--- config.mk ---
export PLATFORM = sky130hd
export DESIGN_NAME = switch_box_cfg_loader
export DESIGN_NICKNAME = d
export VERILOG_FILES = /design/src/rtl/sb_cfg_pkg.sv /design/src/rtl/switch_box_cfg_loader.sv
export SDC_FILE = /design/constraint.sdc
export NUM_CORES = 1
export LEC_CHECK = 0
export CAP_MARGIN = 0
export CELL_PAD_IN_SITES_DETAIL_PLACEMENT = 1
export CELL_PAD_IN_SITES_GLOBAL_PLACEMENT = 2
export CORE_ASPECT_RATIO = 0.7
export CORE_MARGIN = 1
export CORE_UTILIZATION = 30
export CTS_CLUSTER_DIAMETER = 120
export DETAILED_ROUTE_END_ITERATION = 16
export PLACE_DENSITY_LB_ADDON = 0.15
export SLEW_MARGIN = 5
export SYNTH_ARGS = -nofsm -noshare
export SYNTH_HDL_FRONTEND = slang
export SYNTH_SLANG_ARGS = --single-unit
--- constraint.sdc ---
create_clock -name clk -period 3.05 [get_ports clk]
set_input_delay 0.4575 -clock clk [delete_from_list [all_inputs] [get_ports clk]]
set_output_delay 0.4575 -clock clk [all_outputs]
set_load 0.05 [all_outputs]
--- src/rtl/sb_cfg_pkg.sv ---
// Shared types and sizing helpers for the switch box config loader.
// Used by switch_box_cfg_loader (optional parity: SB_CFG_PARITY_EN).
package sb_cfg_pkg;

  typedef enum logic [1:0] {
    IDLE = 2'd0,
    LOAD = 2'd1,
    HOLD = 2'd2
  } sb_state_e;

  function automatic int calc_beats(
    input int cfg_w,
    input int in_w
  );
    return (cfg_w + in_w - 1) / in_w;
  endfunction

  function automatic int calc_cnt_w(
    input int beats
  );
    return (beats <= 2) ? 1 : $clog2(beats);
  endfunction

endpackage

--- src/rtl/switch_box_cfg_loader.sv ---
// Streams config beats into a shadow and applies them atomically on commit.
// Define SB_CFG_PARITY_EN to add in_par with per-beat even parity checking.
module switch_box_cfg_loader
  import sb_cfg_pkg::*;
#(
  parameter int CFG_W = 60,
  parameter int IN_W  = 8
) (
  input  logic             clk,
  input  logic             rst_n,
  input  logic             cfg_start,
  input  logic [IN_W-1:0]  in_data,
  input  logic             in_valid,
`ifdef SB_CFG_PARITY_EN
  input  logic             in_par,
`endif
  output logic             in_ready,
  input  logic             commit,
  output logic [CFG_W-1:0] cfg_out,
  output logic             cfg_valid,
  output logic             loaded,
  output logic             busy,
  output logic             err
);

  localparam int BEATS = calc_beats(CFG_W, IN_W);
  localparam int CW    = calc_cnt_w(BEATS);
  localparam logic [CW-1:0] LAST = CW'(BEATS - 1);

  sb_state_e        state_q, state_d;
  logic [CW-1:0]    beat_cnt_q, beat_cnt_d;
  logic [CFG_W-1:0] shadow_q, shadow_d;
  logic [CFG_W-1:0] cfg_out_q, cfg_out_d;
  logic [CFG_W-1:0] shadow_wr;
  logic             in_ready_q, in_ready_d;
  logic             loaded_q, loaded_d;
  logic             err_q, err_d;
  logic             cfg_valid_q, cfg_valid_d;
  logic             beat_fire;
  logic             par_bad;

  assign beat_fire = in_valid && in_ready_q;

`ifdef SB_CFG_PARITY_EN
  assign par_bad = ^{in_data, in_par};
`else
  assign par_bad = 1'b0;
`endif

  // Final-beat bits beyond CFG_W simply have no destination.
  always_comb begin
    shadow_wr = shadow_q;
    for (int i = 0; i < CFG_W; i++) begin
      if (i / IN_W == int'(beat_cnt_q)) begin
        shadow_wr[i] = in_data[i % IN_W];
      end
    end
  end

  always_comb begin
    state_d     = state_q;
    beat_cnt_d  = beat_cnt_q;
    shadow_d    = shadow_q;
    cfg_out_d   = cfg_out_q;
    in_ready_d  = in_ready_q;
    loaded_d    = loaded_q;
    err_d       = err_q;
    cfg_valid_d = cfg_valid_q;
    unique case (state_q)
      IDLE: begin
        if (commit) err_d = 1'b1;
        if (cfg_start) begin
          state_d    = LOAD;
          beat_cnt_d = '0;
          shadow_d   = '0;
          in_ready_d = 1'b1;
          err_d      = commit;
        end
      end
      LOAD: begin
        if (cfg_start) begin
          beat_cnt_d = '0;
          shadow_d   = '0;
          err_d      = commit;
        end else begin
          if (commit) err_d = 1'b1;
          if (beat_fire) begin
            if (par_bad) begin
              state_d    = IDLE;
              err_d      = 1'b1;
              shadow_d   = '0;
              beat_cnt_d = '0;
              in_ready_d = 1'b0;
            end else begin
              shadow_d = shadow_wr;
              if (beat_cnt_q == LAST) begin
                state_d    = HOLD;
                in_ready_d = 1'b0;
                loaded_d   = 1'b1;
              end else begin
                beat_cnt_d = beat_cnt_q + CW'(1);
              end
            end
          end
        end
      end
      HOLD: begin
        if (commit) begin
          cfg_out_d   = shadow_q;
          cfg_valid_d = 1'b1;
          loaded_d    = 1'b0;
          state_d     = IDLE;
        end else if (cfg_start) begin
          state_d    = LOAD;
          beat_cnt_d = '0;
          shadow_d   = '0;
          loaded_d   = 1'b0;
          in_ready_d = 1'b1;
          err_d      = 1'b0;
        end
      end
      default: begin
        state_d    = IDLE;
        in_ready_d = 1'b0;
        loaded_d   = 1'b0;
      end
    endcase
  end

  always_ff @(posedge clk or negedge rst_n) begin
    if (!rst_n) begin
      state_q     <= IDLE;
      beat_cnt_q  <= '0;
      shadow_q    <= '0;
      cfg_out_q   <= '0;
      in_ready_q  <= 1'b0;
      loaded_q    <= 1'b0;
      err_q       <= 1'b0;
      cfg_valid_q <= 1'b0;
    end else begin
      state_q     <= state_d;
      beat_cnt_q  <= beat_cnt_d;
      shadow_q    <= shadow_d;
      cfg_out_q   <= cfg_out_d;
      in_ready_q  <= in_ready_d;
      loaded_q    <= loaded_d;
      err_q       <= err_d;
      cfg_valid_q <= cfg_valid_d;
    end
  end

  assign in_ready  = in_ready_q;
  assign cfg_out   = cfg_out_q;
  assign cfg_valid = cfg_valid_q;
  assign loaded    = loaded_q;
  assign err       = err_q;
  assign busy      = (state_q != IDLE);

endmodule

# Yosys cells after proc, flatten, opt, wreduce, memory -nomap -nowiden
# Index checks and enable logic that the tools add are counted.
[word_totals]
elab_cells = 158
out_inout_bits = 65
ff_bits = 129
[op_classes]
n_mux = 93
n_addsub = 1
n_eq_ne = 27
bitwise_logic = 1
reduce_logical = 21
[ops]
columns = ["operator", "n"]
rows = [
  ["$mux W60", 4],
  ["$pmux W60 S3", 1],
  ["$mux W1", 73],
  ["$reduce_and A4 Y1", 11],
  ["$ne A3 B3 Y1 const B", 11],
  ["$mux W3", 5],
  ["$eq A3 B3 Y1 const A", 4],
  ["$mux W2", 5],
  ["$ne A2 B2 Y1 const B", 5],
  ["$pmux W3 S3", 1],
  ["$eq A2 B3 Y1 const A", 2],
  ["$pmux W1 S3", 2],
  ["$pmux W2 S3", 1],
  ["$reduce_and A5 Y1", 1],
  ["$reduce_bool A2 Y1", 2],
  ["$add A3 B1 Y3 const B", 1],
  ["$eq A1 B3 Y1 const A", 1],
  ["$eq A3 B3 Y1 const B", 1],
  ["$logic_not A3 Y1", 1],
  ["$ne A3 B1 Y1 const B", 1],
  ["$reduce_and A3 Y1", 1],
  ["$reduce_bool A3 Y1", 1],
  ["$eq A2 B1 Y1 const B", 1],
  ["$eq A2 B2 Y1 const B", 1],
  ["6 further kinds", 6],
]

# Longest topological paths before layout
[depth]
ltp_word = 5
depth_mapped = 7
mapped_depth_nobuf = 5

# Worst setup path after synthesis
# OpenSTA, ideal clock, no wires.
[synth_timing]
path_kind = "register to register"
startpoint = "register in_ready_q (netlist: in_ready)"
endpoint = "register shadow_q[26]"
period_less_slack_ps = 1775
required_time_ps = 2930
path_buffers = 2
arrival_time_ps = 1655
setup_ps = 120
path_stages_with_launch = 5
slack_ps = 1275
path_cell_list = "dfrtp_1 > clkbuf_1 > nand4b_1 > clkbuf_1 > a31o_2"
[synth_between]
elab_chain_len = 3
[synth_lines]
columns = ["item", "line", "text"]
rows = [
  ["start: declaration", "switch_box_cfg_loader.sv:35", "logic in_ready_q, in_ready_d;"],
  ["start signal: assignment", "switch_box_cfg_loader.sv:145", "in_ready_q <= in_ready_d;"],
  ["$logic_and A1 B1 Y1", "switch_box_cfg_loader.sv:42", "assign beat_fire = in_valid && in_ready_q;"],
  ["$ne A3 B3 Y1 (no line)", "--", ""],
  ["$reduce_and A4 Y1 (no line)", "--", ""],
  ["end signal: assignment", "switch_box_cfg_loader.sv:143", "shadow_q <= shadow_d;"],
  ["end: declaration", "switch_box_cfg_loader.sv:32", "logic [CFG_W-1:0] shadow_q, shadow_d;"],
]
# Every way passes these cells.
# A chain may end at the register's enable or synchronous reset.

# Worst setup path in the final report
[layout_timing]
startpoint = "register state_q[0]"
endpoint = "output port busy"
[layout_between]
elab_chain_len = 1
[layout_lines]
columns = ["item", "line", "text"]
rows = [
  ["start: declaration", "switch_box_cfg_loader.sv:30", "sb_state_e state_q, state_d;"],
  ["start signal: assignment", "switch_box_cfg_loader.sv:141", "state_q <= state_d;"],
  ["$reduce_bool A2 Y1", "switch_box_cfg_loader.sv:157", "assign busy = (state_q != IDLE);"],
  ["end: declaration", "switch_box_cfg_loader.sv:22", "output logic busy,"],
]
# Every way passes these cells.

==> qor.yml <==
status:
  status: "finished, final reports clean"
cells_and_area:
  area.growth.synth_to_final_pct: 27.2
  final_nets: 586
  final_common_cell: "dfrtp_1"
  final_area_um2: 7380
  mostFrequentLayoutCells: "dfrtp_1, clkdlybuf4s50_1, mux2_2"
  instances_no_fill: 820
  drive_gt1_share_pct: 20.9
  diodes: 0
yosys:
  yosys-mux-area-fraction_pct: 11.6
  synth_xor_area_share_pct: 0
  synth_cell_type_count: 35
  synth-seq-area-share_pct: 55.6
  synthSimpleGateAreaFrac_pct: 11.2
  synthArstFlopShare_pct: 100
  synth_seq_cells: 129
  yosys_warnings: 0
  netlist_area_um2: 5800
  synth_top_family_by_area: "compound AO/OA/AOI/OAI gates"
  yosysTopAreaCell: "dfrtp_1"
  ys.flop_type: "dfrtp_1"
  avgSynthCellArea_um2: 11.5
  yosysTopAreaCellShare_pct: 55.6
  synth-compound-area-share_pct: 15.9
  synth_edf_count: 0
  synth_fa_ha_area_share_pct: 1.29
  syn_inst: 506
  synth_area_leaders: "dfrtp_1, mux2_2, a32oi_1"
  syn_nets: 525
worst_setup_path:
  path_max_fanout: 18
  crit_arrival_ps: 1960
  cpMaxStageDelayCell: "clkdlybuf4s50_1"
  cp-start-kind: "flop"
  required_ps: 2590
  cpPeakStageDelay_ps: 700
  critPathKind: "flop to output port"
  end_kind: "output port"
  path_buf_inv: 2
  critical_path.top_delay_family: "buffers and inverters"
  crit_chain: "buf_4 > or2_2 > clkdlybuf4s50_1"
  reg2reg_slack_ps: 1180
pwr:
  power_frac_comb_pct: 3.0
  intPower_mw: 3.03
  p_total_mw: 3.84
  clkPwrFrac_pct: 52.0
  p_per_area_nw_per_um2: 520
  switching_share_pct: 21.1
  p_sw_mw: 0.811
  peakVddDrop_v: 0.000264
  pwr-share-seq_pct: 45.0
  p_leak_nw: 3.24
timing:
  drv_slew: 0
  finalSetupTns_ps: 0
  rsz0062_at_grt: "no"
  fmax_mhz: 414
  slew_headroom_pct: 52.8
  hold_viol: 0
  setup_viol: 0
  skew_ps: 8.42
  period_minus_slack_ps: 2420
  layout_setup_ws_ps: 632
  period_share_pct: 79.3
  worstMarginPinSlew_ps: 705
placement:
  place_area_um2: 6810
  io_buffer_count: 77
  gp_congestion: 0.770
  place_ws_ps: 701
  hpwlAfterDp_um: 10500
  placed_cells: 790
grt:
  overflow: 0
  grt_use_met1_pct: 25.5
  gr-max-usage-layer: "met2"
  grt_max_degree: 62
  grt_pass1_vias: 4653
  grt.met2_usage_pct: 26.0
  antenna_found_initial: 0
  grt_usage_pct: 17.5
  grt_use_met3_pct: 4.15
  grt_first_pass_wirelength_um: 26800
die:
  placementRows: 42
  die_y_um: 118
  initial_utilization_pct: 30.7
  ioPinCount: 78
  die_area_um2: 19900
  dieWidth_um: 168
  core_um2: 18900
drt:
  via_count: 4401
  first_pass_iters: 5
  vias_per_cell: 5.37
  route.detailed.drc: 0
  post_drt_wl_per_cell_um: 19.8
  initialDrtViolationCount: 283
  wirelength_um: 16200
  drtAntennaViolNets: 0
clock_tree:
  cts_setup_buffers: 0
  numCtsBuffers: 17
  cts_tree: "built"
  post_cts_resized: 0
  ctsHtreeMaxLevel: 4
  cts-root-buf: "clkbuf_16"
  cts_hold_buf: 0
  clockBufferDepth: 2
  clk_latency_ps: 420
  path_clk_slew_ps: 60
  cts_num_sinks: 129
hold_path:
  hold_path.class: "input port to async pin"
run:
  cap_violations: 0
-- synth_stat cells, drive strengths merged, types with 2 or more instances --
library cell / n
buf: 24
o21ai: 52
mux2: 60
ha: 6
dfrtp: 129
o221ai: 3
inv: 8
nor2: 4
nand4: 12
clkbuf: 29
a31o: 12
a21oi: 14
nand2: 52
nand2b: 17
nor4bb: 3
or4: 2
and4b: 11
a32oi: 48
nand3: 7
-- power by group through the flow --
| stage | sequential [mW] | clock, mW | combinational, mW |
|---|---|---|---|
| finish | 1.73 | 1.99 | 0.116 |
| global placement | 1.76 | 0 | 0.117 |
| global route | 1.73 | 2.13 | 0.131 |
| detailed placement | 1.76 | 0 | 0.119 |
| CTS | 1.72 | 2.06 | 0.119 |
| floorplan | 1.76 | 0 | 0.0357 |
-- logic make-up (layout without fill, tap and decap cells) --
group,count (synthesis),in the layout
multiplexers,60,60
buffers and inverters,61,133
AND/OR/NAND/NOR,116,116
flip-flops,129,129
AO/OA/AOI/OAI,134,134
adder cells (fa/ha/maj),6,6
-- final timing paths --
check                                            to                       from  cells after the start
setup / recovery                               busy     state_q[0]$_DFFE_PN0P_                      3
hold / removal               cfg_out[5]$_DFFE_PN0P_                      rst_n                      1
setup reg to reg           shadow_q[59]$_DFFE_PN0P_  beat_cnt_q[2]$_DFFE_PN0P_                      4
hold reg to reg               cfg_valid$_DFFE_PN0P_      cfg_valid$_DFFE_PN0P_                      1
max in group asynchronous  shadow_q[56]$_DFFE_PN0P_                      rst_n                      2
min in group clk              cfg_valid$_DFFE_PN0P_      cfg_valid$_DFFE_PN0P_                      1
-- layer usage --
layer  wire length [um]  vias to the layer above
li1                   -                     2011
met1               8270                     2303
met2               7230                       76
met3                580                       11
met4                155                        0
met5                  0                        -
-- final cells by class --
cell class / instances / area (um^2)
clock inverters: 6 / 80.1
well taps: 242 / 303
clock buffers: 24 / 492
inverters: 8 / 30.0
multi-input cells: 316 / 2330
fillers: 2033 / 11500
flip-flops and latches: 129 / 3230
repair buffers: 95 / 916
-- through the flow --
stage               util [%]  hold slack [ps]
global route            39.0              118
global placement        36.0              448
finish                  39.0             65.2
detailed placement      36.0              459
floorplan                  -              162
CTS                     39.0             79.7
-- state kept, by name (all words and copies together) (netlist names) --
signal / cells
cfg_out: 60
shadow_q: 60
beat_cnt_q: 3
state_q: 2
cfg_valid: 1
err: 1
in_ready: 1
loaded: 1
No activity file was read; power rests on OpenSTA's default activity.
